### config.mk
export PLATFORM = sky130hd
export DESIGN_NAME = pipelined_cia_adder_flat
export DESIGN_NICKNAME = d
export VERILOG_FILES = /design/src/rtl/pipelined_cia_adder_if.sv /design/src/rtl/pipelined_cia_adder.sv /design/src/flat_wrapper.sv
export SDC_FILE = /design/constraint.sdc
export NUM_CORES = 1
export LEC_CHECK = 0
export BUFFER_PORTS_ARGS = -buffer_cell sky130_fd_sc_hd__buf_2
export CELL_PAD_IN_SITES_DETAIL_PLACEMENT = 0
export CELL_PAD_IN_SITES_GLOBAL_PLACEMENT = 2
export CORE_MARGIN = 2
export CORE_UTILIZATION = 37
export CTS_BUF_LIST = sky130_fd_sc_hd__clkbuf_8
export CTS_CLUSTER_DIAMETER = 150
export DETAILED_ROUTE_END_ITERATION = 16
export HOLD_SLACK_MARGIN = 0.06
export PLACE_DENSITY_LB_ADDON = 0.2
export SYNTH_ARGS = -nofsm -noshare
export SYNTH_HDL_FRONTEND = slang
export SYNTH_HIERARCHICAL = 1
export SYNTH_SLANG_ARGS = --single-unit
### constraint.sdc
create_clock -name clk -period 6.65 [get_ports clk]
set_input_delay 0.3325 -clock clk [delete_from_list [all_inputs] [get_ports clk]]
set_output_delay 0.3325 -clock clk [all_outputs]
set_load 0.01 [all_outputs]
### src/rtl/pipelined_cia_adder_if.sv
// ---------------------------------------------------------------------------
// pipelined_cia_adder_if
//   Handshake bundle for the pipelined carry-increment adder.
//   Operand side : in_valid/in_ready, in1, in2, cin, sub
//   Result side  : out_valid/out_ready, sum, cout, ovf
//   master = producer of operands / consumer of results (the environment)
//   slave  = the adder itself
// ---------------------------------------------------------------------------
interface pipelined_cia_adder_if #(
    parameter int N = 32
);
    logic         in_valid;
    logic         in_ready;
    logic [N-1:0] in1;
    logic [N-1:0] in2;
    logic         cin;
    logic         sub;
    logic         out_valid;
    logic         out_ready;
    logic [N-1:0] sum;
    logic         cout;
    logic         ovf;

    modport master (
        output in_valid, in1, in2, cin, sub, out_ready,
        input  in_ready, out_valid, sum, cout, ovf
    );

    modport slave (
        input  in_valid, in1, in2, cin, sub, out_ready,
        output in_ready, out_valid, sum, cout, ovf
    );
endinterface

### src/rtl/pipelined_cia_adder.sv
// ---------------------------------------------------------------------------
// pipelined_cia_adder
//   Two-stage carry-increment adder/subtractor with valid/ready flow control.
//   S1 ripples every BLK-bit block independently (block 0 with the real
//   carry-in, the rest with 0). S2 walks the block carries and increments
//   each partial sum, then registers sum/cout/ovf.
//
//   Parameters : N   operand width (multiple of BLK, >= 2*BLK)
//                BLK carry-increment block width (>= 2)
//   Ports      : clk   rising-edge clock
//                rst_n asynchronous active-low reset
//                bus   pipelined_cia_adder_if.slave (operand + result handshakes)
// ---------------------------------------------------------------------------

// Per-block increment: adds a single carry to a partial sum with a
// half-adder chain and reports the carry that falls out of the top.
module pipelined_cia_adder_inc #(
    parameter int BLK = 8
) (
    input  logic [BLK-1:0] psum_i,
    input  logic           c_i,
    output logic [BLK-1:0] sum_o,
    output logic           ic_o
);
    always_comb begin : ha_chain
        logic c;
        c     = c_i;
        sum_o = '0;
        for (int i = 0; i < BLK; i++) begin
            sum_o[i] = psum_i[i] ^ c;
            c        = psum_i[i] & c;
        end
        ic_o = c;
    end
endmodule

module pipelined_cia_adder #(
    parameter int N   = 32,
    parameter int BLK = 8
) (
    input  logic                  clk,
    input  logic                  rst_n,
    pipelined_cia_adder_if.slave  bus
);
    localparam int NB = N / BLK;

    // -----------------------------------------------------------------------
    // Operand conditioning: subtraction is in1 + ~in2 + 1
    // -----------------------------------------------------------------------
    logic [N-1:0] beff;
    logic         cin_eff;

    assign beff    = bus.sub ? ~bus.in2 : bus.in2;
    assign cin_eff = bus.sub | bus.cin;

    // -----------------------------------------------------------------------
    // S1 combinational: independent ripple per block
    // -----------------------------------------------------------------------
    logic [NB-1:0][BLK-1:0] rs_d;
    logic [NB-1:0]          rc_d;

    always_comb begin : ripple
        logic c;
        logic a_b;
        logic b_b;
        rs_d = '0;
        rc_d = '0;
        c    = 1'b0;
        a_b  = 1'b0;
        b_b  = 1'b0;
        for (int k = 0; k < NB; k++) begin
            c = (k == 0) ? cin_eff : 1'b0;
            for (int i = 0; i < BLK; i++) begin
                a_b        = bus.in1[k*BLK + i];
                b_b        = beff[k*BLK + i];
                rs_d[k][i] = a_b ^ b_b ^ c;
                c          = (a_b & b_b) | (c & (a_b ^ b_b));
            end
            rc_d[k] = c;
        end
    end

    // -----------------------------------------------------------------------
    // Flow control
    //   s2_adv : output register can take whatever S1 holds this cycle
    //   accept : operands transfer into S1
    // -----------------------------------------------------------------------
    logic s1_vld_q, s1_vld_d;
    logic out_vld_q, out_vld_d;
    logic s2_adv;
    logic accept;

    assign s2_adv       = ~out_vld_q | bus.out_ready;
    assign bus.in_ready = rst_n & (~s1_vld_q | s2_adv);
    assign accept       = bus.in_valid & bus.in_ready;

    assign s1_vld_d  = accept | (s1_vld_q & ~s2_adv);
    assign out_vld_d = s2_adv ? s1_vld_q : out_vld_q;

    // -----------------------------------------------------------------------
    // S1 registers
    // -----------------------------------------------------------------------
    logic [NB-1:0][BLK-1:0] s1_psum_q;
    logic [NB-1:0]          s1_rc_q;
    logic                   s1_amsb_q;
    logic                   s1_bmsb_q;

    always_ff @(posedge clk or negedge rst_n) begin
        if (!rst_n) begin
            s1_vld_q  <= 1'b0;
            s1_psum_q <= '0;
            s1_rc_q   <= '0;
            s1_amsb_q <= 1'b0;
            s1_bmsb_q <= 1'b0;
        end else begin
            s1_vld_q <= s1_vld_d;
            if (accept) begin
                s1_psum_q <= rs_d;
                s1_rc_q   <= rc_d;
                s1_amsb_q <= bus.in1[N-1];
                s1_bmsb_q <= beff[N-1];
            end
        end
    end

    // -----------------------------------------------------------------------
    // S2 combinational: carry increment
    //   blk_cin[k] is the carry entering block k. Block 0 already absorbed
    //   the real carry-in during S1, so it sees 0 here; every later block
    //   sees rc|ic of the block below it.
    // -----------------------------------------------------------------------
    logic [NB:0]            blk_cin;
    logic [NB-1:0]          blk_ic;
    logic [NB-1:0][BLK-1:0] s2_sum;
    logic [N-1:0]           sum_d;
    logic                   cout_d;
    logic                   ovf_d;

    assign blk_cin[0] = 1'b0;

    for (genvar k = 0; k < NB; k++) begin : g_blk
        pipelined_cia_adder_inc #(.BLK(BLK)) u_inc (
            .psum_i (s1_psum_q[k]),
            .c_i    (blk_cin[k]),
            .sum_o  (s2_sum[k]),
            .ic_o   (blk_ic[k])
        );
        assign blk_cin[k+1] = s1_rc_q[k] | blk_ic[k];
    end

    assign sum_d  = s2_sum;
    assign cout_d = blk_cin[NB];
    assign ovf_d  = (s1_amsb_q == s1_bmsb_q) & (sum_d[N-1] != s1_amsb_q);

    // -----------------------------------------------------------------------
    // Output register: data only moves when a valid S1 entry advances, so a
    // stalled result stays put.
    // -----------------------------------------------------------------------
    logic [N-1:0] sum_q;
    logic         cout_q;
    logic         ovf_q;

    always_ff @(posedge clk or negedge rst_n) begin
        if (!rst_n) begin
            out_vld_q <= 1'b0;
            sum_q     <= '0;
            cout_q    <= 1'b0;
            ovf_q     <= 1'b0;
        end else begin
            out_vld_q <= out_vld_d;
            if (s2_adv && s1_vld_q) begin
                sum_q  <= sum_d;
                cout_q <= cout_d;
                ovf_q  <= ovf_d;
            end
        end
    end

    assign bus.out_valid = out_vld_q;
    assign bus.sum       = sum_q;
    assign bus.cout      = cout_q;
    assign bus.ovf       = ovf_q;
endmodule

### src/flat_wrapper.sv
// flat-port wrapper written by rule: the top's interface ports become plain ports
module pipelined_cia_adder_flat 
#(
    parameter int N   = 32,
    parameter int BLK = 8
)
  (clk, rst_n, bus_in_valid, bus_in1, bus_in2, bus_cin, bus_sub, bus_out_ready, bus_in_ready, bus_out_valid, bus_sum, bus_cout, bus_ovf);
  pipelined_cia_adder_if #(.N(N)) bus_i ();
  input  logic clk;
  input  logic rst_n;
  input wire logic [$bits(bus_i.in_valid)-1:0] bus_in_valid;
  input wire logic [$bits(bus_i.in1)-1:0] bus_in1;
  input wire logic [$bits(bus_i.in2)-1:0] bus_in2;
  input wire logic [$bits(bus_i.cin)-1:0] bus_cin;
  input wire logic [$bits(bus_i.sub)-1:0] bus_sub;
  input wire logic [$bits(bus_i.out_ready)-1:0] bus_out_ready;
  output wire logic [$bits(bus_i.in_ready)-1:0] bus_in_ready;
  output wire logic [$bits(bus_i.out_valid)-1:0] bus_out_valid;
  output wire logic [$bits(bus_i.sum)-1:0] bus_sum;
  output wire logic [$bits(bus_i.cout)-1:0] bus_cout;
  output wire logic [$bits(bus_i.ovf)-1:0] bus_ovf;
  assign bus_i.in_valid = bus_in_valid;
  assign bus_i.in1 = bus_in1;
  assign bus_i.in2 = bus_in2;
  assign bus_i.cin = bus_cin;
  assign bus_i.sub = bus_sub;
  assign bus_i.out_ready = bus_out_ready;
  assign bus_in_ready = bus_i.in_ready;
  assign bus_out_valid = bus_i.out_valid;
  assign bus_sum = bus_i.sum;
  assign bus_cout = bus_i.cout;
  assign bus_ovf = bus_i.ovf;
  pipelined_cia_adder #(.N(N), .BLK(BLK)) u_core (.clk(clk), .rst_n(rst_n), .bus(bus_i));
endmodule
After elaboration in Yosys (flattened, before gate mapping)
Index checks and enable logic that the tools add are counted.
- register bits after elaboration: 74
- input bits: 70
- output and inout port bits: 36
- equality and inequality tests: 2
- muxes and demuxes: 1
- bitwise logic cells: 214
- reduce and logical (&&, ||, !) cells: 1
- operator list (operator ; number):
    $and A1 B1 Y1 ; 89
    $xor A1 B1 Y1 ; 85
    $or A1 B1 Y1 ; 36
    $mux W32 ; 1
    $not A32 Y32 ; 1
    $not A1 Y1 ; 3
    $eq A1 B1 Y1 ; 1
    $logic_and A1 B1 Y1 ; 1
    $ne A1 B1 Y1 ; 1

Longest topological paths before layout
Gate-level depths: netlist (run 1).
- depth after elaboration: 28
- mapped depth: 38
- depth with buffers taken out: 38

Cells and area by module
The synthesis (run 1) kept the hierarchy.
- by module, submodules not included (module ; times used ; cells an instance ; area each (um2)):
    pipelined_cia_adder ; 1 ; 295 ; 3951.3
    pipelined_cia_adder_inc ; 4 ; 8 ; 100.1

Worst setup path after synthesis (run 1)
Ideal clock, no wire load.
- path kind: register -> register
- start: register u_core.s1_rc_q[0]
- end: register u_core.ovf_q, in the netlist u_core/bus.ovf
- arrival: 5.781 ns
- required time: 6.525 ns
- setup slack: 0.745 ns
- stages on the path, launching flop included: 31
- path buffers: 0
- period minus slack after synthesis: 5.905 ns
- path through: dfrtp_1 > or2_2 > ha_1 > ha_1 > ha_1 > ha_1 > ha_1 > ha_1 > ha_1 > ha_1 > or2_2 > ha_1 > ha_1 > ha_1 > ha_1 > ha_1 > ha_1 > ha_1 > ha_1 > or2_2 > ha_1 > ha_1 > ha_1 > ha_1 > ha_1 > ha_1 > ha_1 > ha_1 > nand2b_1 > o22ai_1 > mux2_2
- RTL lines (item ; line ; RTL):
    start, declared ; pipelined_cia_adder.sv:104 ; logic [NB-1:0] s1_rc_q;
    start signal, assigned ; pipelined_cia_adder.sv:119 ; s1_rc_q <= rc_d;
    end signal, assigned ; pipelined_cia_adder.sv:174 ; ovf_q <= ovf_d;
    end, declared ; pipelined_cia_adder.sv:161 ; logic ovf_q;

==> reports/metrics.cfg, run 1 <==
[outcome]
status = finished, final reports clean

[drt]
drtAntennaViolNets = 0
highest_layer = met4
met3_length_um = 415
via_count = 2606
first_iter_violations = 60
dr_wl_met2_um = 4061
first_pass_iters = 4
wl_per_cell_um = 14.39
met1_length_um = 3793
viasPerCell = 4.462
drc_errors = 0
wl_um = 8403

[setup_path]
required_ns = 6.88
cpPeakStageDelay_ns = 0.37
r2r_start = u_core/s1_rc_q[0]
path_class = reg -> reg
cp_common_cell = ha_1
cp_num_buf_inv = 0
cp_slowest_cell = dfrtp_1
crit_start = u_core/s1_rc_q[0]
cp_top_family = adder cells
cp_data_arrival_time_ns = 6.45
crit_fanout = 3
cp-start-kind = flop
cp-end-kind = flop

[logic_synthesis]
syn_inst = 327
netlist_area_mm2 = 0.004352
syn_nets = 461
synth_edf_count = 0
ys_ff_latch = 74
yosysWarnings = 6
synth.avg_cell_area_um2 = 13.31
ys_types = 25
synth_flop_cell = dfrtp_1
synth-seq-area-share_pct = 42.55
synthArstFlopShare_pct = 100.0

[place]
place_inst = 568
place_hpwl_um = 6309
port_buffers = 105
placed_cell_area_mm2 = 0.004985
gp_congestion = 0.6856

[timing]
fin_crit_sh_pct = 93.48
fin_crit_ns = 6.216
max_slew_margin_pct = 37.05
fmax_mhz = 160.9
hold_viol = 0
hold_ws_ns = 0.2477
tightest_slew_ns = 0.9443
final.setup.tns_ns = 0
finalClockSkew_ns = 0.006294
slew_violations = 0
setup_violations = 0
rsz0062_at_grt = false

[final_layout]
multi_input_area_mm2 = 0.002186
fillCellCount = 1064
area_delta_synth_final_pct = 19.58
fin_area_mm2 = 0.005204
final_cell_mix = buf_2, dfrtp_1, inv_1
seqCellArea_mm2 = 0.001852
final_common_cell = buf_2
drive_gt1_share_pct = 40.36
fin_cells = 584
finalNetCount = 570
diodes = 0

[cts]
htree_levels = 3
cts_inserted_buffers = 9
clock_latency_ns = 0.35
cts-hold-fix-buffers = 0
cts_max_path_buffers = 2
cts_sinks = 74
path_clk_slew_ns = 0.08
root_buffer = clkbuf_8
cts_resized = 0
post-cts-setup-buffer-count = 0
cts_tree = done

[floorplanning]
rows = 39
pin_count = 106
dieArea_mm2 = 0.01265
die_h_um = 112.5
start_util_pct = 37.95
fp.coreArea_mm2 = 0.01147
dieWidth_um = 112.5

[global_routing]
grt_pass1_wl_um = 13940
antenna_found_initial = 0
grt_max_degree = 76
grt_pass1_vias = 2828
track_usage_pct = 14.23
overflow = 0

[power_and_ir_drop]
p_total_w = 0.001702
power_density_mw_per_mm2 = 327.0
power_leakage_nw = 2.635
ir_drop_v = 0.0001393

[job]
cap_violations = 0

[worst_hold_path]
hold_class = in -> async

## per-stage QoR
step           utilization, %  setup slack, ns
2_1_floorplan               -           0.7447
3_3_place_gp            43.47           0.5099
3_5_place_dp            43.47           0.4087
4_1_cts                 45.38           0.3776
5_1_grt                 45.38          0.04136
6_report                45.38           0.4337
## kinds of logic after synthesis
| logic type | share of synthesized area (%) |
|---|---|
| simple gates | 2.214 |
| mux | 17.68 |
| fa+ha+maj | 23.40 |
| other cells | 0.08617 |
| compound gates | 0.4026 |
| xor+xnor | 6.441 |
| buf+inv | 7.217 |
| flops | 42.55 |
## synth_stat cells, types with 2 or more instances
library cell,n,share of area [%]
buf_12,2,0.92
xor2_1,8,1.6
buf_6,2,0.52
mux2i_1,24,5.5
buf_2,3,0.34
mux2_2,47,12
xnor2_1,24,4.8
ha_1,35,10
inv_1,56,4.8
dfrtp_1,74,43
nand2b_1,3,0.43
or2_2,4,0.57
fa_1,29,13
nand2_1,3,0.26
buf_4,3,0.52
## area by class of cell
| cell class | count | share of cell area (%) |
|---|---|---|
| inverter | 56 | 4.039 |
| clock buffer | 10 | 2.645 |
| multi-input combinational | 186 | 42.01 |
| sequential | 74 | 35.59 |
| timing repair buffer | 109 | 10.72 |
| clock inverter | 6 | 1.563 |
| tap | 143 | 3.438 |
## metal layers
metal / GRT usage (%) / vias to the layer above
met2: 22.81 / 64
met5: 0 / -
met4: 4.878 / 0
li1: - / 1257
met3: 4.104 / 7
met1: 18.61 / 1278
## state kept, by name (all words and copies together) (netlist names)
| name | flops |
|---|---|
| u_core/s1_vld_q | 1 |
| u_core/bus.ovf | 1 |
| u_core/s1_psum_q | 32 |
| u_core/bus.sum | 32 |
| u_core/s1_bmsb_q | 1 |
| u_core/s1_amsb_q | 1 |
| u_core/s1_rc_q | 4 |
| u_core/bus.cout | 1 |
| u_core/bus.out_valid | 1 |
## power by group
group          internal (W)  leakage, nW  switching [W]  total [W]
Clock              0.000219        0.113       0.000166   0.000385
Sequential         0.000638        0.860       0.000103   0.000741
Combinational      0.000304         1.66       0.000271   0.000575
## final timing paths
check,endpoint,slack [ns],cells after the start
setup / recovery,u_core/bus.ovf,0.43,30
hold / removal,u_core/s1_psum_q[29],0.25,2
setup reg to reg,u_core/bus.ovf,0.43,30
hold reg to reg,u_core/s1_rc_q[0],0.50,1
max in group asynchronous,u_core/bus.sum[17],5.80,2
min in group clk,u_core/s1_amsb_q,0.26,2
Power figures use the tool's default switching activity.
==> run 2: changes to the inputs <==
--- a/config.mk
+++ b/config.mk
@@ -15,6 +15,7 @@
 export DETAILED_ROUTE_END_ITERATION = 16
 export HOLD_SLACK_MARGIN = 0.06
 export PLACE_DENSITY_LB_ADDON = 0.2
+export RECOVER_POWER = 100
 export SYNTH_ARGS = -nofsm -noshare
 export SYNTH_HDL_FRONTEND = slang
 export SYNTH_HIERARCHICAL = 1
==> run 2 against run 1 <==
The flow now finishes with violations (capacitance limit, slew limit); power down 1.2%; register-to-register slack about the same; core utilization shrank 0.65 points.
==> reports/metrics.cfg, run 2 (synthesis gave the netlist of run 1 again) <==
[cts]
clock_latency_ns = 0.35
cts_resized = 0
root_buffer = clkbuf_8
cts-hold-fix-buffers = 0
post-cts-setup-buffer-count = 0
cts_tree = done
htree_levels = 3
cts_max_path_buffers = 2
cts_sinks = 74
path_clk_slew_ns = 0.08
cts_inserted_buffers = 9

[final_layout]
area_delta_synth_final_pct = 17.86
fillCellCount = 1087
drive_gt1_share_pct = 30.39
multi_input_area_mm2 = 0.002176
fin_area_mm2 = 0.005129
final_cell_mix = dfrtp_1, buf_2, inv_1
diodes = 0
final_common_cell = dfrtp_1
finalNetCount = 570
fin_util_pct = 44.72
seqCellArea_mm2 = 0.001852

[setup_path]
crit_start = u_core/s1_rc_q[0]
cp-start-kind = flop
path_class = reg -> reg
crit_fanout = 3
cp-end-kind = flop
cp_data_arrival_time_ns = 6.45
worst_r2r_path_depth = 30
r2r_start = u_core/s1_rc_q[0]
cp_slowest_cell = dfrtp_1
cp_common_cell = ha_1
required_ns = 6.88
cpPeakStageDelay_ns = 0.37

[floorplanning]
dieWidth_um = 112.5
start_util_pct = 37.95
dieArea_mm2 = 0.01265
fp.coreArea_mm2 = 0.01147
pin_count = 106
die_h_um = 112.5
rows = 39

[outcome]
violations = capacitance limit, slew limit
status = finished, violations left

[timing]
fin_crit_sh_pct = 93.56
finalClockSkew_ns = 0.006297
hold_viol = 0
fmax_mhz = 160.7
max_slew_margin_pct = -165.2
rsz0062_at_grt = false
setup_violations = 0
fin_crit_ns = 6.222
final.setup.tns_ns = 0
slew_violations = 149
tightest_slew_ns = 3.978

[global_routing]
grt_max_degree = 76
grt_pass1_vias = 2828
overflow = 0
track_usage_pct = 14.23
grt_pass1_wl_um = 13940
antenna_found_initial = 0

[drt]
highest_layer = met4
via_count = 2610
drtAntennaViolNets = 0
first_pass_iters = 4
drc_errors = 0
wl_per_cell_um = 14.46
first_iter_violations = 59
met1_length_um = 3826
wl_um = 8447
dr_wl_met2_um = 4086
met3_length_um = 403
viasPerCell = 4.469

[power_and_ir_drop]
power_leakage_nw = 2.507
power_density_mw_per_mm2 = 327.6
ir_drop_v = 0.0001301

[place]
gp_congestion = 0.6856
placed_cell_area_mm2 = 0.004985
place_hpwl_um = 6309
port_buffers = 105

[worst_hold_path]
hold_class = in -> reg
min_from = bus_in_valid
hold_depth = 3

[job]
cap_violations = 3

run 2: worst max-delay path: cells and delay by family (launching register included):
family                   cells  cell delay, ns
AO/OA/AOI/OAI                1            0.07
adder cells (fa/ha/maj)     24            4.47
flip-flops                   1            0.37
multiplexers                 1            0.27
AND/OR/NAND/NOR              4            0.93
run 2: metrics by stage:
step | worst slack (ns) | power (W) | hold slack (ns) | cells
after global routing | 0.03716 | 0.001817 | 0.2406 | 584
after global placement | 0.5099 | 0.001331 | 0.4832 | 568
final | 0.4284 | 0.001680 | 0.2203 | 584
after CTS | 0.3776 | 0.001743 | 0.2467 | 584
after detailed placement | 0.4087 | 0.001341 | 0.4882 | 568
after floorplan | 0.7447 | 0.001097 | 0.03691 | 327
run 2: final timing paths:
kind                                         to  slack [ns]
hold / removal                  u_core/s1_vld_q        0.22
setup / recovery                 u_core/bus.ovf        0.43
setup reg to reg                 u_core/bus.ovf        0.43
max in group asynchronous    u_core/bus.sum[17]        2.85
min in group asynchronous  u_core/s1_psum_q[29]        1.59
hold reg to reg               u_core/s1_rc_q[0]        0.50
run 2: layout make-up:
class | count | share of cell area [%]
clock buffer | 10 | 2.684
clock inverter | 6 | 1.586
sequential | 74 | 36.11
tap | 143 | 3.489
multi-input combinational | 186 | 42.43
inverter | 56 | 4.099
timing repair buffer | 109 | 9.612
run 2: routing by layer:
layer	up-vias	GRT usage, %
li1	1257	-
met1	1284	18.61
met2	62	22.81
met3	7	4.104
met4	0	4.878
met5	-	0
run 2: report_power, final:
group / leakage [nW] / total, W / switching, W / internal [W]
Sequential: 0.860 / 0.000745 / 0.000107 / 0.000638
Clock: 0.113 / 0.000386 / 0.000167 / 0.000219
Combinational: 1.53 / 0.000549 / 0.000272 / 0.000277
Total: 2.51 / 0.00168 / 0.000546 / 0.00113
